## config.mk

```make
export PLATFORM = sky130hd
export DESIGN_NAME = tot_fine_code_gen
export DESIGN_NICKNAME = d
export VERILOG_FILES = /design/src/rtl/tot_fine_code_gen.sv
export SDC_FILE = /design/constraint.sdc
export NUM_CORES = 1
export LEC_CHECK = 0
export CORE_AREA = 4 4 118 120
export DETAILED_ROUTE_END_ITERATION = 6
export DIE_AREA = 0 0 122 124
export GPL_ROUTABILITY_DRIVEN = 0
export GPL_TIMING_DRIVEN = 0
export HOLD_SLACK_MARGIN = 0.05
export PLACE_DENSITY = 0.46
export SLEW_MARGIN = 20
export SYNTH_ARGS = -nofsm -noshare
export SYNTH_HDL_FRONTEND = slang
export SYNTH_SLANG_ARGS = --single-unit
```

## constraint.sdc

```tcl
create_clock -name clk -period 2.6 [get_ports clk]
set_input_delay 0.52 -clock clk [delete_from_list [all_inputs] [get_ports clk]]
set_output_delay 0.52 -clock clk [all_outputs]
set_load 0.1 [all_outputs]
```

## src/rtl/tot_fine_code_gen.sv

```systemverilog
// tot_fine_code_gen: converts a 5-bit fine phase value into a 21-bit
// delay-line code holding a run of level+1 adjacent ones (mod 21). Values
// come from bin_in (direct mode) or from an internal dwell-paced sweep, and
// pass through a two-stage pipeline: stage 1 holds value/level, stage 2 the code.
module tot_fine_code_gen #(
  parameter int DWELL = 4
) (
  input  logic        clk,
  input  logic        reset,
  input  logic [1:0]  mode,
  input  logic [4:0]  bin_in,
  input  logic        bin_valid,
  output logic        bin_ready,
  input  logic [1:0]  level,
  output logic [20:0] code_out,
  output logic        code_valid,
  output logic [4:0]  code_bin,
  output logic        range_err,
  output logic        sweep_wrap
);

  typedef enum logic [1:0] {
    IDLE,
    DIRECT,
    SWEEP,
    HOLD
  } state_t;

  localparam logic [7:0] DWELL_LAST = 8'(DWELL - 1);
  localparam logic [4:0] BIN_MAX    = 5'd20;

  state_t      state;
  state_t      mode_state;
  logic [4:0]  sweep_bin;
  logic [7:0]  dwell_cnt;

  logic        s1_valid;
  logic        s1_sweep;
  logic [4:0]  s1_bin;
  logic [1:0]  s1_level;

  logic        direct_load;
  logic        sweep_load;
  logic [20:0] next_code;
  logic        next_err;

  // Decode the requested mode; the reserved encoding behaves like hold-last.
  always_comb begin
    mode_state = HOLD;
    case (mode)
      2'b00:   mode_state = DIRECT;
      2'b01:   mode_state = SWEEP;
      default: mode_state = HOLD;
    endcase
  end

  // Loads into stage 1 stop as soon as mode moves away so the pipeline can drain.
  always_comb begin
    bin_ready   = !reset && (state == DIRECT) && (mode == 2'b00);
    direct_load = bin_ready && bin_valid;
    sweep_load  = (state == SWEEP) && (mode == 2'b01);
  end

  // FSM plus sweep position; state only follows mode once stage 1 is empty.
  always_ff @(posedge clk) begin
    if (reset) begin
      state     <= IDLE;
      sweep_bin <= '0;
      dwell_cnt <= '0;
    end else begin
      if (!s1_valid) begin
        state <= mode_state;
        if (mode_state == SWEEP && state != SWEEP) begin
          sweep_bin <= '0;
          dwell_cnt <= '0;
        end
      end
      if (sweep_load) begin
        if (dwell_cnt == DWELL_LAST) begin
          dwell_cnt <= '0;
          sweep_bin <= (sweep_bin == BIN_MAX) ? 5'd0 : sweep_bin + 5'd1;
        end else begin
          dwell_cnt <= dwell_cnt + 8'd1;
        end
      end
    end
  end

  // Stage 1 captures the value together with the level it must be encoded with.
  always_ff @(posedge clk) begin
    if (reset) begin
      s1_valid <= 1'b0;
      s1_sweep <= 1'b0;
      s1_bin   <= '0;
      s1_level <= '0;
    end else begin
      s1_valid <= direct_load || sweep_load;
      if (direct_load) begin
        s1_bin   <= bin_in;
        s1_level <= level;
        s1_sweep <= 1'b0;
      end else if (sweep_load) begin
        s1_bin   <= sweep_bin;
        s1_level <= level;
        s1_sweep <= 1'b1;
      end
    end
  end

  // Build the contiguous run of ones starting at s1_bin, wrapping past bit 20.
  always_comb begin
    logic [4:0] idx;
    idx       = '0;
    next_code = '0;
    next_err  = 1'b0;
    if (s1_bin > BIN_MAX) begin
      next_err = 1'b1;
    end else begin
      for (int i = 0; i < 4; i++) begin
        if (2'(i) <= s1_level) begin
          idx = s1_bin + 5'(i);
          if (idx > BIN_MAX) idx = idx - 5'd21;
          next_code[idx] = 1'b1;
        end
      end
    end
  end

  // Stage 2 presents the code; outputs hold their last value when nothing arrives.
  always_ff @(posedge clk) begin
    if (reset) begin
      code_out   <= '0;
      code_bin   <= '0;
      range_err  <= 1'b0;
      code_valid <= 1'b0;
      sweep_wrap <= 1'b0;
    end else begin
      code_valid <= s1_valid;
      sweep_wrap <= s1_valid && s1_sweep && (s1_bin == 5'd0) &&
                    code_valid && (code_bin == BIN_MAX);
      if (s1_valid) begin
        code_out  <= next_code;
        code_bin  <= s1_bin;
        range_err <= next_err;
      end
    end
  end

endmodule

```

* Word level (Yosys, flattened, before mapping)
Index checks and enable logic that the tools add are counted.
** Storage, ports and cells
- Input bits :: 12
- Output and inout port bits :: 30
- Word-level logic and storage cells :: 111
- Bits in registers :: 53
** Operators by class
- Magnitude comparators :: 16
- $add $sub $neg :: 8
- Muxes and demuxes :: 42
- Equal/unequal tests :: 9
- Bitwise logic cells :: 3
- Reductions and logical operators :: 21
** Operators with widths (number)
- $mux W21 :: 8
- $mux W5 :: 18
- $or A21 B21 Y21 :: 3
- $mux W8 :: 4
- $lt A5 B6 Y1 const B :: 4
- $demux W1 S5 :: 4
- $ge A5 B1 Y1 const B :: 4
- $gt A5 B5 Y1 const B :: 4
- $sub A5 B5 Y5 const B :: 3
- $logic_and A1 B1 Y1 :: 13
- $add A5 B1 Y5 const B :: 2
- $add A5 B2 Y5 const B :: 2
- $eq A5 B5 Y1 const B :: 2
- $add A8 B1 Y8 const B :: 1
- $eq A8 B2 Y1 const B :: 1
- $logic_not A5 Y1 :: 1
- $mux W1 :: 5
- $eq A2 B1 Y1 const B :: 2
- $eq A2 B2 Y1 const B :: 2
- $le A1 B2 Y1 const A :: 2
- $le A2 B2 Y1 const A :: 2
- $mux W2 :: 2
- $pmux W2 S2 :: 1
- $reduce_bool A2 Y1 :: 2
- 7 further kinds :: 7

* Logic depth before layout (Yosys ltp)
- Word-level depth :: 18
- Mapped depth :: 11
- Gate-level depth less buffers :: 8

* Worst setup path after synthesis
No wires, ideal clock.
- Path kind :: register -> register
- From :: register s1_bin[0]
- To :: register code_out[9]
- Clock period less this slack :: 2.676 ns
- Data arrival time :: 2.550 ns
- Stages on the path, launching flop included :: 12
- Setup slack :: -0.076 ns
- Data required time :: 2.474 ns
- Path buffers :: 3
- Cells stage by stage :: dfxtp_1 -> buf_2 -> buf_2 -> inv_1 -> ha_1 -> nand2b_1 -> xor2_2 -> buf_2 -> nor3_1 -> a211o_1 -> a222oi_1 -> a21oi_1
** On the way
- Word-level cells in the longest chain between the ends :: 18
- Elaborated cells on any way between the ends :: 52
- Those cells by class :: 6 x add/sub; 12 x order compare; 27 x mux; 3 x bitwise; 4 x reduce/logical
** RTL lines
- start: declaration :: line 39 : logic [4:0] s1_bin;
- start signal: assignment :: line 99 : s1_bin <= bin_in;
- start signal: assignment :: line 103 : s1_bin <= sweep_bin;
- $add A5 B1 Y5 :: line 121 : idx = s1_bin + 5'(i);
- $sub A5 B5 Y5 / $gt A5 B5 Y1 (equally long branches) :: line 122 : if (idx > BIN_MAX) idx = idx - 5'd21;
- $mux W5 :: line 122
- $mux W5 :: line 120 : if (2'(i) <= s1_level) begin
- $mux W5 :: line 116 : if (s1_bin > BIN_MAX) begin
- $lt A5 B6 Y1 (implied by the code) / $ge A5 B1 Y1 (equally long branches) :: line 123 : next_code[idx] = 1'b1;
- $logic_and A1 B1 Y1 (implied by the code) :: line 123
- $mux W1 (implied by the code) :: line 123
- (+2 left out)
- $mux W21 :: line 120
- $mux W21 :: line 116
- $or A21 B21 Y21 (no source line)
- $mux W21 :: line 120
- $mux W21 :: line 116
- $or A21 B21 Y21 (no source line)
- $mux W21 :: line 120
- $mux W21 (*) :: line 116
- end signal: assignment :: line 142 : code_out <= next_code;
- end: declaration :: line 15 : output logic [20:0] code_out,
Mark *: on every way between the ends. The rest lies on a longest branch, timed or not. The select of a mux whose other input is x is not followed.
A chain may end at the register's enable or synchronous reset.

* Worst setup path after layout
Same ends and word-level chain as after synthesis.

==> metrics.cfg <==
[power_and_ir_drop]
p_switching_uw=444
clockPowerShare=0.468
power_density_nw_per_um2=371
switching_share=0.236
seq_power_share=0.438
p_leak_uw=0.00174
internal_power_uw=1440
peakVddDrop_mv=0.277
p_comb_frac=0.094

[layout]
diodes=0
fin_area_um2=5070
areaGrowthSynthToFinish_pct=34.7
multiInputGateArea_um2=2790
drive_above_1_share=0.180
num-nets-final=560
fill_cells=1319
seqCellArea_um2=1070
fin_cells=709

[grt]
grt_pass1_vias=3926
antenna_found_initial=0
grt_pass1_wl_mm=20.6
grt.overflow.total=0
grt_max_degree=18
grt_usage=0.172

[sta]
hold_ws_ns=0.476
finalCriticalPeriod_ns=2.60
rsz0062_at_grt=yes
fin_crit_sh=0.999
relSlewSlack=0.343
worst_pin_slew_ns=0.982
hold_violations=0
skew_ns=0.00379
fmax_mhz=385
maxSlewViolCount=0
finalSetupViolations=0

[run_status]
status=complete, no violations

[logic_synthesis]
async_reset_ff_frac=0
ys_ff_latch=53
yosysWarnings=0
syn_inst=465
ys_types=73
avgSynthCellArea_um2=8.10
synth_area_um2=3770
syn-num-nets=493
yosysSeqAreaShare=0.282
synthFlopType=dfxtp_1
synth_edf_count=0

[detailed_routing]
antenna_left=0
met2_length_mm=6.34
drc=0
first_iter_violations=424
wl_met1_mm=5.75
detailroute.via_count=4045
routedWlPerCell_um=18.7
viasPerCell=5.71
wl_met3_um=708
routed_wl_mm=13.2
dr.pass1.iters=7
topRoutingLayerUsed=met4

[cts]
hold_buffers=0
h-tree-depth=2
numCtsBuffers=5
clock-sinks=53
cts.clk_slew.worst_paths_ns=0.07
root_buffer=clkbuf_16
clock_path_buffers=2
clk_latency_ns=0.30
cts_tree=yes

[worst_setup_path]
start_kind=flop
end_kind=flop
crit_fanout=10
crit_type=flop to flop
r2r_start=s1_bin[0]$_SDFFE_PP0P_
startpoint=s1_bin[0]$_SDFFE_PP0P_
crit_arrival_ns=2.77
critical_path_required_ns=2.78

[die]
core.rowCount=42
die_h_um=124
core-area_um2=13000
ios=42
die_x_um=122
die_area_um2=15100
start_util=0.290

[place]
placed_area_um2=4400
dp.cells=681
dp_hpwl_mm=9.75
port-buffer-count=40

[worst_hold_path]
min_from=code_out[16]$_SDFFE_PP0P_
hold_path.class=flop to flop

[flow_run]
cap_violations=0

cell type report:
type / instances / area share
buffer: 29 / 0.0377
clock buffer: 5 / 0.0247
clock inverter: 3 / 0.0136
inverter: 9 / 0.00789
multi-input combinational: 374 / 0.550
sequential: 53 / 0.211
tap: 176 / 0.0434
timing repair buffer: 60 / 0.112
flip-flops by register name, indices dropped and copies added, names as in the netlist:
register	cells
code_out	21
dwell_cnt	8
code_bin	5
s1_bin	5
sweep_bin	5
s1_level	2
state	2
code_valid	1
range_err	1
s1_sweep	1
s1_valid	1
sweep_wrap	1
layer usage:
| layer | vias to the layer above | global-route usage |
|---|---|---|
| met2 | 139 | 0.294 |
| li1 | 1928 | - |
| met4 | 0 | 0.0770 |
| met3 | 25 | 0.0250 |
| met1 | 1953 | 0.217 |
| met5 | - | 0 |
cell families after synthesis:
group | synth area share
AO/OA/AOI/OAI | 0.315
XOR/XNOR | 0.0339
adder cells (fa/ha/maj) | 0.0532
buffers and inverters | 0.0429
flip-flops | 0.282
multiplexers | 0.0435
AND/OR/NAND/NOR | 0.230
cell usage in the layout (no fill, tap or decap), drive strengths merged, types with 7 or more instances in the layout:
| master | Yosys | routed |
|---|---|---|
| a211oi | 11 | 11 |
| and3 | 7 | 7 |
| nand2b | 10 | 10 |
| buf | 10 | 33 |
| a31oi | 12 | 12 |
| inv | 9 | 9 |
| nand4 | 7 | 7 |
| clkbuf | 19 | 22 |
| nor3 | 12 | 12 |
| a222oi | 15 | 15 |
| dfxtp | 53 | 53 |
| nor2b | 9 | 9 |
| nand3 | 10 | 10 |
| mux2i | 10 | 10 |
| clkdlybuf4s50 | 0 | 39 |
| ha | 16 | 16 |
| o21ai | 21 | 21 |
| a22oi | 11 | 11 |
| a21oi | 46 | 46 |
| nor2 | 56 | 56 |
| xnor2 | 8 | 8 |
| nand2 | 25 | 25 |
worst paths after layout:
check                                   end  slack [ns]  cells past startpoint
setup reg to reg   code_out[9]$_SDFFE_PP0P_       0.004                     11
hold reg to reg   code_out[16]$_SDFFE_PP0P_        0.48                      1
setup / recovery   code_out[9]$_SDFFE_PP0P_       0.004                     11
hold / removal    code_out[16]$_SDFFE_PP0P_        0.48                      1
power groups by stage:
stage          sequential, uW  combinational (uW)  clock (uW)
2_1_floorplan             851                91.1           0
3_3_place_gp              843                 155           0
3_5_place_dp              843                 156           0
4_1_cts                   823                 169         899
5_1_grt                   823                 191         931
6_report                  822                 178         879
critical path: stages, from the launching register on:
cell and delay [ns]:
dfxtp_4 0.35, buf_8 0.14, buf_8 0.15, inv_4 0.12, ha_2 0.25, nand2b_4 0.18
xor2_4 0.26, buf_6 0.16, nor3_1 0.05, a211o_2 0.37, a222oi_1 0.33, a21oi_1 0.12
Yosys cell counts, types with 3 or more instances:
cell | number | share of area
dfxtp_1 | 53 | 0.28
xor2_1 | 3 | 0.0070
o32ai_1 | 6 | 0.014
nand4b_1 | 3 | 0.0070
nor2_1 | 56 | 0.056
a32o_1 | 6 | 0.016
nor3_1 | 12 | 0.016
mux2i_1 | 10 | 0.027
mux2_2 | 3 | 0.0090
inv_1 | 8 | 0.0080
clkbuf_1 | 19 | 0.019
nand3_1 | 10 | 0.013
buf_2 | 6 | 0.0080
nor2b_1 | 9 | 0.015
nand2b_1 | 10 | 0.017
o21ai_0 | 20 | 0.027
and3_1 | 7 | 0.012
nand4_1 | 7 | 0.012
xnor2_1 | 6 | 0.014
ha_1 | 16 | 0.053
a211oi_1 | 10 | 0.020
o22ai_1 | 5 | 0.0083
nand2_1 | 25 | 0.025
a21oi_1 | 45 | 0.060
or3b_2 | 4 | 0.0093
a31oi_1 | 12 | 0.020
a22oi_1 | 11 | 0.022
a211o_1 | 5 | 0.012
a222oi_1 | 15 | 0.040
and4b_1 | 3 | 0.0080
or3_1 | 4 | 0.0066
a22o_1 | 3 | 0.0070
timing repair:
| action | 4_1_cts | 5_1_grt |
|---|---|---|
| setup endpoints to repair | 22 | 20 |
| buffers inserted | 11 | 9 |
| gates resized for setup | 48 | 28 |
| pin swaps | 5 | 10 |
per-stage QoR:
step,setup TNS [ns],utilization,power [uW],setup slack [ns]
after floorplan,0,-,942,0.0242
after global placement,-12.02,0.339,998,-0.657
after detailed placement,-12.18,0.339,999,-0.646
after CTS,-0.0273,0.378,1890,-0.0273
after global routing,-0.642,0.391,1950,-0.100
final,0,0.391,1880,0.00370
No activity file was read; power rests on OpenSTA's default activity.
